File: src/rtl/ingress_writer.sv
// ingress_writer: accepts packets from the ingress byte stream and forwards
// them into the input FIFO. It drops packets with an invalid destination,
// truncates packets longer than MAX_PKT, and discards any stray beats.
//
// state | meaning
// IDLE  | waiting for a header; only accepts it when a whole packet fits in the FIFO
// FWD   | forwarding payload bytes of an accepted packet
// DROP  | discarding beats until end of packet
module ingress_writer #(
  parameter int FIFO_AW = 8,
  parameter int MAX_PKT = 64
) (
  input  logic               clk,
  input  logic               reset_n,
  input  logic [7:0]         rx_data,
  input  logic               rx_valid,
  input  logic               rx_sop,
  input  logic               rx_eop,
  output logic               rx_ready,
  input  logic [FIFO_AW-1:0] fifo_usedw,
  input  logic               fifo_full,
  output logic [7:0]         fifo_data,
  output logic               fifo_wrreq,
  output logic               busy,
  output logic [15:0]        pkt_cnt,
  output logic [15:0]        drop_cnt
);

  localparam int LW = $clog2(MAX_PKT + 1);
  localparam logic [LW-1:0] MAX_LEN = LW'(MAX_PKT);
  localparam logic [FIFO_AW:0] DEPTH_W = (FIFO_AW + 1)'(1 << FIFO_AW);
  localparam logic [FIFO_AW:0] MAX_PKT_W = (FIFO_AW + 1)'(MAX_PKT);

  typedef enum logic [1:0] {IDLE, FWD, DROP} state_t;

  state_t           state;
  logic [LW-1:0]    len_q;
  logic [LW-1:0]    len_nxt;
  logic             wrreq_q;
  logic [FIFO_AW:0] space;
  logic             xfer;
  logic [1:0]       dest;

  function automatic logic [15:0] sat_inc(input logic [15:0] v);
    return (v == 16'hFFFF) ? v : v + 16'd1;
  endfunction

  assign space   = DEPTH_W - {1'b0, fifo_usedw};
  assign xfer    = rx_valid && rx_ready;
  assign dest    = rx_data[1:0];
  assign len_nxt = len_q + LW'(1);
  assign busy    = (state != IDLE);

  // The write strobe is masked while reset is asserted. This stops a beat
  // accepted on the last edge before reset from reaching the FIFO.
  assign fifo_wrreq = wrreq_q && reset_n;

  // Ready depends only on the state and the FIFO status. In IDLE, a header is
  // accepted only if a full MAX_PKT of space is free, so FWD never sees a full FIFO.
  always_comb begin
    rx_ready = 1'b0;
    if (reset_n) begin
      unique case (state)
        IDLE:    rx_ready = !fifo_full && (space >= MAX_PKT_W);
        FWD:     rx_ready = 1'b1;
        DROP:    rx_ready = 1'b1;
        default: rx_ready = 1'b0;
      endcase
    end
  end

  // Packet FSM, registered FIFO write port and saturating counters
  always_ff @(posedge clk) begin
    if (!reset_n) begin
      state     <= IDLE;
      len_q     <= '0;
      wrreq_q   <= 1'b0;
      fifo_data <= 8'h00;
      pkt_cnt   <= 16'h0000;
      drop_cnt  <= 16'h0000;
    end else begin
      wrreq_q <= 1'b0;
      if (xfer) begin
        unique case (state)
          IDLE: begin
            if (rx_sop) begin
              if (dest == 2'b00) begin
                drop_cnt <= sat_inc(drop_cnt);
                state    <= rx_eop ? IDLE : DROP;
              end else begin
                wrreq_q   <= 1'b1;
                fifo_data <= rx_data;
                len_q     <= LW'(1);
                if (rx_eop) begin
                  pkt_cnt <= sat_inc(pkt_cnt);
                  state   <= IDLE;
                end else if (MAX_PKT == 1) begin
                  // A one-byte limit means that the header alone uses the whole allowance.
                  drop_cnt <= sat_inc(drop_cnt);
                  state    <= DROP;
                end else begin
                  state <= FWD;
                end
              end
            end
          end
          FWD: begin
            if (rx_sop) begin
              // A new header in the middle of a packet is a protocol error.
              drop_cnt <= sat_inc(drop_cnt);
              state    <= rx_eop ? IDLE : DROP;
            end else begin
              wrreq_q   <= 1'b1;
              fifo_data <= rx_data;
              len_q     <= len_nxt;
              if (rx_eop) begin
                pkt_cnt <= sat_inc(pkt_cnt);
                state   <= IDLE;
              end else if (len_nxt == MAX_LEN) begin
                drop_cnt <= sat_inc(drop_cnt);
                state    <= DROP;
              end
            end
          end
          DROP: begin
            if (rx_eop) state <= IDLE;
          end
          default: state <= IDLE;
        endcase
      end
    end
  end

endmodule
File: config.mk
export PLATFORM = sky130hd
export DESIGN_NAME = ingress_writer
export DESIGN_NICKNAME = d
export VERILOG_FILES = /design/src/rtl/ingress_writer.sv
export SDC_FILE = /design/constraint.sdc
export NUM_CORES = 1
export LEC_CHECK = 0
export BUFFER_PORTS_ARGS = -buffer_cell sky130_fd_sc_hd__buf_2
export CAP_MARGIN = 20
export CORE_ASPECT_RATIO = 1.5
export CORE_MARGIN = 2
export CORE_UTILIZATION = 41
export CTS_BUF_LIST = sky130_fd_sc_hd__clkbuf_16
export CTS_CLUSTER_DIAMETER = 60
export DETAILED_ROUTE_END_ITERATION = 7
export MAX_ROUTING_LAYER = met4
export PLACE_DENSITY = 0.74
export SLEW_MARGIN = 30
export SYNTH_ARGS = -nofsm -noshare
export SYNTH_HDL_FRONTEND = slang
export SYNTH_SLANG_ARGS = --single-unit
File: constraint.sdc
create_clock -name clk -period 2.82 [get_ports clk]
set_input_delay 0.564 -clock clk [delete_from_list [all_inputs] [get_ports clk]]
set_output_delay 0.564 -clock clk [all_outputs]
set_load 0.005 [all_outputs]
==> Word-level counts from Yosys, hierarchy flattened <==
Cells that the tools add are included.
{ "word_totals": {"reg_bits": 50, "out_inout_bits": 43, "inputBits": 22, "word_cells": 73} }
{ "classes": {"n_eq_ne": 13, "muxes": 36, "add_sub_neg": 4, "order_cmp": 1, "n_reduce_logical": 13} }
{ "op_table": {"columns": ["operator", "count"], "rows": [
  ["$mux W16", 11],
  ["$pmux W16 S2", 2],
  ["$add A16 B1 Y16 const B", 2],
  ["$eq A16 B16 Y1 const B", 2],
  ["$mux W8", 3],
  ["$mux W7", 3],
  ["$pmux W8 S2", 1],
  ["$mux W2", 7],
  ["$pmux W7 S2", 1],
  ["$ne A2 B2 Y1 const B", 5],
  ["$ge A9 B7 Y1 const B", 1],
  ["$sub A9 B8 Y9 const A", 1],
  ["$add A7 B1 Y7 const B", 1],
  ["$eq A7 B7 Y1 const B", 1],
  ["$ne A3 B3 Y1 const B", 2],
  ["$pmux W2 S3", 1],
  ["$reduce_and A6 Y1", 1],
  ["$mux W1", 5],
  ["$reduce_and A5 Y1", 1],
  ["$logic_not A2 Y1", 2],
  ["$ne A4 B4 Y1 const B", 1],
  ["$pmux W1 S2", 2],
  ["$reduce_and A4 Y1", 1],
  ["$reduce_bool A2 Y1", 2],
  ["6 further kinds", 8]
]} }

==> Logic depth before layout (Yosys ltp) <==
Gate-level depths: netlist of the first run.
{ "depth": {"word_depth": 7, "depth_mapped": 10, "ltp_nobuf": 8} }

==> Least setup slack after synthesis of the first run <==
Ideal clock, no wire load.
{ "synth_path": {"kind": "in2reg", "startpoint": "input fifo_usedw[5]", "endpoint": "register drop_cnt[5]", "path_buffers": 1, "t_arrival_ns": 2.122, "required_time_ns": 2.750, "setup_slack_ns": 0.628, "stages": 7, "setup_ns": 0.070, "cell_sequence": "nor4_1 a221oi_1 nor3_4 nand3_2 buf_6 or4_1 a21oi_1"} }
{ "synth_via": {"elab_chain_cells": 7} }
{ "synth_lines": {"columns": ["element", "line", "text"], "rows": [
  ["from (decl)", "20", "input logic [FIFO_AW-1:0] fifo_usedw,"],
  ["$sub A9 B8 Y9", "48", "assign space = DEPTH_W - {1'b0, fifo_usedw};"],
  ["$ge A9 B7 Y1", "64", "IDLE: rx_ready = !fifo_full && (space >= MAX_PKT_W);"],
  ["$logic_and A1 B1 Y1", "64", null],
  ["$pmux W1 S2", "63", "unique case (state)"],
  ["$mux W1", "62", "if (reset_n) begin"],
  ["$logic_and A1 B1 Y1", "49", "assign xfer = rx_valid && rx_ready;"],
  ["$reduce_and A6 Y1 (no line)", null, null],
  ["to (signal assigned)", "88", "drop_cnt <= sat_inc(drop_cnt);"],
  ["to (signal assigned)", "99", "drop_cnt <= sat_inc(drop_cnt);"],
  ["to (signal assigned)", "110", "drop_cnt <= sat_inc(drop_cnt);"],
  ["to (decl)", "26", "output logic [15:0] drop_cnt"]
]} }
No other way between the ends.
A chain may end at the register's enable or synchronous reset.

==> Final worst setup path of the first run <==
{ "layout_path": {"startpoint": "register state[0]", "endpoint": "output rx_ready"} }
{ "layout_via": {"elab_chain_cells": 4, "elab_cells_between_ends": 6, "classes_between": "2 x eq/ne; 2 x mux; 2 x reduce/logical"} }
{ "layout_lines": {"columns": ["element", "line", "text"], "rows": [
  ["from (decl)", "36", "state_t state;"],
  ["from (signal assigned)", "89", "state <= rx_eop ? IDLE : DROP;"],
  ["from (signal assigned)", "111", "state <= rx_eop ? IDLE : DROP;"],
  ["$eq A2 B2 Y1 / $eq A2 B1 Y1 (equally long branches)", "63", null],
  ["$reduce_or A2 Y1 (no line)", null, null],
  ["$pmux W1 S2 *", "63", null],
  ["$mux W1 *", "62", null],
  ["to (decl)", "19", "output logic rx_ready,"]
]} }
Every way passes the cells marked *; elsewhere a longest branch is shown, timed or not.

==> metrics.md, run 1 <==
| Metric | Value |
|---|---|
| Status | `complete, no violations` |
| Placed Area | `2950 sq um` |
| Root buf cell | `clkbuf_16` |
| Post-route cell area | `3140 sq um` |
| Clock Latency Late Sink | `290 ps` |
| # DRC | `0` |
| Initial antenna violation count | `0` |
| Sink Count | `50` |
| Critical path capture point type | `output pin` |
| Post-CTS Setup Inserts | `0` |
| Hold path cells | `2` |
| Vias | `2,489` |
| Clk buf depth | `2` |
| Clock slew at reported path FFs | `70 ps` |
| Mapped cell area | `2550 sq um` |
| R2R depth | `8` |
| Top_reg_cell synth | `dfxtp_1` |
| Post-synthesis simple-gate area fraction | `33.2%` |
| WL final | `6080 um` |
| Die area | `6890 sq um` |
| Synth top area share | `39.2%` |
| Yosys top cell by area | `dfxtp_1` |
| Area of the core | `6090 sq um` |
| Die Y | `101 um` |
| Initial DRC Count | `107` |
| # placed instances | `445` |
| Finished Layout Cells | `453` |
| Synth Area in Compound Gates | `14.3%` |
| WP data required | `2260 ps` |
| Global-route wire length before repair | `10000 um` |
| Mux contribution to synthesized area | `1.57%` |
| Diodes inserted | `0` |
| Hold Slack | `453 ps` |
| Setup CP Type | `reg -> out` |
| Vias in the first global route | `2,246` |
| H-tree depth | `2` |
| Register area share after synthesis | `39.2%` |
| Crit path DAT | `2030 ps` |
| Post-cts resize count | `0` |
| Initial Util | `41.9%` |
| Syn Area/Cell | `8.13 sq um` |
| # port buffers | `64` |
| Asr flop ratio synth | `0%` |
| Slew HR | `65.7%` |
| Crit path buf inv count | `2` |
| Unique cell type count in the Yosys netlist | `45` |
| Worst setup margin | `230 ps` |
| Hold Path Class | `reg -> reg` |
| Main combinational cell family by area after synthesis | `simple AND/OR/NAND/NOR gates` |
| Flops & latches, synth | `50` |
| Clock skew | `5.56 ps` |
| Fmax | `0.386 GHz` |
| GRT Total Usage | `19.0%` |
| Via density | `5.49` |
| Ratio of cells with drive above 1 in the final layout | `21.4%` |
| Post-Synthesis Cells | `314` |
| Top-count cell post-synth | `dfxtp_1` |
| Routed WL per cell | `13.4 um` |
| Final nets | `407` |
| CTS Hold Buffers Added | `0` |
| Largest net degree at the start of global routing | `45` |
| Crit path depth | `6` |
| Crit-path cells | `inv_1 > ha_1 > nor4b_2 > a221oi_1 > nor3_1 > buf_2` |
| Die span in x | `68.4 um` |
| Crit path max-delay family | `compound AO/OA/AOI/OAI gates` |
| Final setup TNS | `0 ps` |
| Synth Area in XOR/XNOR | `4.80%` |
| Slew @ Worst Pin | `514 ps` |
| Max FO, Critical Path | `8` |
| Fin crit share | `91.8%` |
| RSZ-0062 raised after global routing | `no` |
| Top cells by area, synth | `dfxtp_1, nand2_1, nor2_1` |
| Synth Warn # | `0` |
| Leakage | `1.24 nW` |
| Remaining global-route overflow | `0` |
| CTS tree | `built` |
| Period minus WS final | `2590 ps` |
| DP Worst Slack | `274 ps` |
| Worst path slowest cell | `a221oi_1` |
| Number of endpoints failing setup at the final stage | `0` |
| P per Cell Area | `490 nW/um^2` |
| Synthesis-to-layout area growth | `23.1%` |
| Startpoint Class | `register` |
| Synth cell count leaders | `dfxtp_1, nand2_1, nor2_1, a21oi_1, nand3_1` |
| Final Slew Violations | `0` |
| Io pins | `65` |
| Post-route antenna net violation count | `0` |
| MaxCap Viol Count | `0` |
| Fin. Hold Viols | `0` |
| Peak supply drop | `372 uV` |
| GP Congestion | `0.872` |
| Post-DP HPWL | `4430 um` |
| EDFF count, synth | `0` |
| # rows | `35` |
| Synth Area in Adders | `3.43%` |
| Mapped Nets | `343` |
| Crit-path max cell delay | `480 ps` |
| CTS buffer count | `5` |
| Drt pass-1 iters | `4` |
-- report_power, final --
group | switching (mW) | total (mW) | internal [mW] | leakage, nW
combinational | 0.0447 | 0.0739 | 0.0292 | 0.744
clock | 0.249 | 0.754 | 0.505 | 0.0915
sequential | 0.00236 | 0.712 | 0.709 | 0.403
total | 0.296 | 1.54 | 1.24 | 1.24
-- registers in the layout, summed over array words and instances, names as in the netlist --
register / flops
drop_cnt: 16
fifo_data: 8
len_q: 7
pkt_cnt: 16
state: 2
wrreq_q: 1
-- worst register-to-register path, delay by kind of cell, from the launching register on --
kind	cells	cell delay, ps
and+or+nand+nor	4	1410
DFF	1	340
AOI/OAI and AO/OA	2	310
adders and majority gates	1	300
buffers and inverters	1	110
-- worst paths after layout --
check	startpoint	endpoint	slack [ps]
max reg2reg	state[0]$_SDFFE_PN0P_	drop_cnt[5]$_SDFFE_PN0P_	280
max	state[0]$_SDFFE_PN0P_	rx_ready	230
min reg2reg	fifo_data[6]$_SDFFE_PN0P_	fifo_data[6]$_SDFFE_PN0P_	450
min	fifo_data[6]$_SDFFE_PN0P_	fifo_data[6]$_SDFFE_PN0P_	450
-- placed cells by master, fill, tap and decap left out, types with 7 or more instances in the layout --
cell type | Yosys | final
nand2_1 | 46 | 46
nand4_1 | 15 | 15
dfxtp_1 | 50 | 50
nor3_1 | 8 | 8
a21oi_1 | 22 | 22
nand3_1 | 21 | 21
inv_1 | 7 | 7
nor2_1 | 30 | 30
xor2_1 | 11 | 11
ha_1 | 7 | 7
buf_2 | 1 | 64
-- metrics by stage --
step           power, mW  utilization [%]
5_1_grt             1.60             51.6
3_5_place_dp       0.802             48.5
3_3_place_gp       0.801             48.5
4_1_cts             1.56             51.6
2_1_floorplan      0.768                -
6_report            1.54             51.6
-- logic make-up (layout without fill, tap and decap cells) --
kind of cell | after synthesis | count (layout)
muxes | 4 | 4
and+or+nand+nor | 162 | 162
buffers and inverters | 21 | 86
AOI/OAI and AO/OA | 56 | 56
adders and majority gates | 7 | 7
xor gates and xnor gates | 14 | 14
DFF | 50 | 50
-- metal layers --
metal | GRT usage [%] | vias to the layer above | wire length [um]
met4 | 5.54 | 0 | 40
li1 | - | 1269 | -
met1 | 21.2 | 1159 | 2520
met2 | 33.1 | 57 | 3230
met3 | 4.13 | 4 | 289
met5 | - | - | 0
-- layout make-up --
type	count	area, sq um
sequential	50	1000
inverter	8	30.0
clock inverter	3	63.8
fill	589	2950
tap	74	92.6
clock buffer	5	125
timing repair buffer	70	365
multi-input combinational	243	1460
Note: power is estimated with default switching activity, not from simulation.
==> run 2: changes to the inputs <==
--- a/config.mk
+++ b/config.mk
@@ -5,6 +5,7 @@
 export SDC_FILE = /design/constraint.sdc
 export NUM_CORES = 1
 export LEC_CHECK = 0
+export ABC_AREA = 1
 export BUFFER_PORTS_ARGS = -buffer_cell sky130_fd_sc_hd__buf_2
 export CAP_MARGIN = 20
 export CORE_ASPECT_RATIO = 1.5
@@ -14,7 +15,7 @@
 export CTS_CLUSTER_DIAMETER = 60
 export DETAILED_ROUTE_END_ITERATION = 7
 export MAX_ROUTING_LAYER = met4
-export PLACE_DENSITY = 0.74
+export PLACE_DENSITY = 0.73
 export SLEW_MARGIN = 30
 export SYNTH_ARGS = -nofsm -noshare
 export SYNTH_HDL_FRONTEND = slang
==> run 2 against run 1 <==
Global-route usage decreased by 0.33 points. Setup slack improved by 190 ps. First-iteration DRC count decreased by 11%. Die area increased by 13%. Total power decreased by 9.0%. Synthesized cell count increased by 35%. Largest power group is now sequential cells. Highest routed layer unchanged.
==> metrics.md, run 2 <==
| Metric | Value |
|---|---|
| Vias in the first global route | `2,643` |
| Hold Path Class | `reg -> reg` |
| Top-count cell post-synth | `nand2_1` |
| Final nets | `513` |
| Die span in x | `72.5 um` |
| Synthesis-to-layout area growth | `16.8%` |
| H-tree depth | `2` |
| Register area share after synthesis | `34.6%` |
| Hold Slack | `465 ps` |
| Io pins | `65` |
| Mapped cell area | `2890 sq um` |
| Max FO, Critical Path | `24` |
| MaxCap Viol Count | `0` |
| Post-cts resize count | `0` |
| Met3 GRT Util | `2.63%` |
| Initial Util | `42.2%` |
| Drt pass-1 iters | `4` |
| P per Cell Area | `415 nW/um^2` |
| # rows | `37` |
| Largest regs | `drop_cnt: 16 flops, pkt_cnt: 16 flops, fifo_data: 8 flops` |
| Busiest metal layer after global routing | `met2` |
| GP Congestion | `0.874` |
| Routed WL per cell | `12.4 um` |
| Largest net degree at the start of global routing | `38` |
| Fin. Hold Viols | `0` |
| Clk buf depth | `2` |
| Asr flop ratio synth | `0%` |
| Crit path DAT | `2550 ps` |
| Status | `complete, no violations` |
| Peak supply drop | `249 uV` |
| Syn Area/Cell | `6.81 sq um` |
| Post-CTS Setup Inserts | `0` |
| Period minus WS final | `2400 ps` |
| Synth cell count leaders | `nand2_1, nor2_1, dfxtp_1, nand3_1, a21oi_1` |
| CTS Hold Buffers Added | `0` |
| Initial antenna violation count | `0` |
| Top_reg_cell synth | `dfxtp_1` |
| Post-DP HPWL | `5220 um` |
| Finished Layout Cells | `563` |
| Met2 Use GR | `33.4%` |
| Ratio of cells with drive above 1 in the final layout | `20.4%` |
| Storage element area | `1000 sq um` |
| Remaining global-route overflow | `0` |
| EDFF count, synth | `0` |
| Diodes inserted | `0` |
| WP data required | `2970 ps` |
| CTS buffer count | `5` |
| Slew @ Worst Pin | `491 ps` |
| Clock slew at reported path FFs | `60 ps` |
| Post-Synthesis Cells | `424` |
| Final Slew Violations | `0` |
| Unique cell type count in the Yosys netlist | `29` |
| Flops & latches, synth | `50` |
| Mapped Nets | `453` |
| Synth top area share | `34.6%` |
| Commonest cells after routing, fill and taps aside | `nand2_1, buf_2, nor2_1` |
| Die Y | `107 um` |
| Setup CP Type | `reg -> reg` |
| Top cells by area, synth | `dfxtp_1, nand2_1, nand3_1` |
| Slew HR | `67.2%` |
| Hold path cells | `2` |
| FILL cells | `671` |
| Sink Count | `50` |
| Met1 usage | `20.9%` |
| Footprint of the multi-input gates | `1660 sq um` |
| Fmax | `0.417 GHz` |
| Commonest non-fill, non-tap cell in the layout | `nand2_1` |
| Post-route antenna net violation count | `0` |
| Global-route wire length before repair | `11,500 um` |
| Number of endpoints failing setup at the final stage | `0` |
| Startpoint Class | `register` |
| Critical path capture point type | `register` |
| R2R depth | `12` |
| Initial DRC Count | `95` |
| Vias | `2,894` |
| # placed instances | `555` |
| Leakage | `1.44 nW` |
| WL final | `6970 um` |
| Final setup TNS | `0 ps` |
| Via density | `5.14` |
| CTS tree | `built` |
| Die area | `7750 sq um` |
| Fin crit share | `85.1%` |
| # DRC | `0` |
| Clock Latency Late Sink | `290 ps` |
| Synth Warn # | `0` |
| Clock skew | `6.86 ps` |
| Area of the core | `6850 sq um` |
| GRT Total Usage | `18.7%` |
| Root buf cell | `clkbuf_16` |
| # port buffers | `64` |
| RSZ-0062 raised after global routing | `no` |
| Yosys top cell by area | `dfxtp_1` |
==> run 2: cell families (layout without fill, tap and decap cells) <==
group           Yosys count  count (layout)  share of synthesized area, %
xor+xnor                 21              21                          6.37
compound gates           57              57                          11.6
fa+ha+maj                 7               7                          3.03
buf+inv                  49             110                          7.80
flops                    50              50                          34.6
simple gates            240             240                          36.6
==> run 2: power breakdown <==
| part | switching [mW] | internal, mW | total, mW |
|---|---|---|---|
| sequential | 0.00766 | 0.714 | 0.722 |
| combinational | 0.0716 | 0.0394 | 0.111 |
| clock | 0.247 | 0.321 | 0.568 |
| total | 0.326 | 1.07 | 1.40 |
==> run 2: path summary, 6_finish.rpt <==
path                              from  slack [ps]                   endpoint
max              state[0]$_SDFFE_PN0P_         420    pkt_cnt[9]$_SDFFE_PN0P_
min          fifo_data[4]$_SDFFE_PN0P_         470  fifo_data[4]$_SDFFE_PN0P_
max reg2reg      state[0]$_SDFFE_PN0P_         420    pkt_cnt[9]$_SDFFE_PN0P_
min reg2reg  fifo_data[4]$_SDFFE_PN0P_         470  fifo_data[4]$_SDFFE_PN0P_
==> run 2: layer usage <==
layer,up-vias,routed length (um)
met5,-,0
met3,12,242
met2,56,3660
met4,0,116
li1,1495,-
met1,1331,2950
==> run 2: area by class of cell <==
| class | count | area share [%] |
|---|---|---|
| Multi-Input combinational cell | 325 | 49.3 |
| Sequential cell | 50 | 29.7 |
| Timing Repair Buffer | 67 | 10.2 |
| Inverter | 35 | 3.89 |
| Clock buffer | 5 | 3.71 |
| Tap cell | 78 | 2.89 |
| Clock inverter | 3 | 0.371 |
==> run 2: metrics by stage <==
step | setup slack (ps) | total power, mW | utilization [%] | area (sq um)
after floorplan | 1040 | 0.811 | - | 2890
after global routing | 140 | 1.46 | 49.2 | 3370
final | 422 | 1.40 | 49.2 | 3370
after global placement | 418 | 0.848 | 47.2 | 3240
after detailed placement | 348 | 0.849 | 47.2 | 3240
after CTS | 416 | 1.42 | 49.2 | 3370
==> run 2: worst max-delay path: stages, from the launching register on <==
cell      delay, ps
dfxtp_1         360
inv_1            90
ha_1            240
inv_2           110
nor2_1           60
inv_1            70
nand2_1          50
nor2_1          100
nand4_1         180
nor2_4          440
clkinv_1        370
nand2_1         130
a21oi_1          70
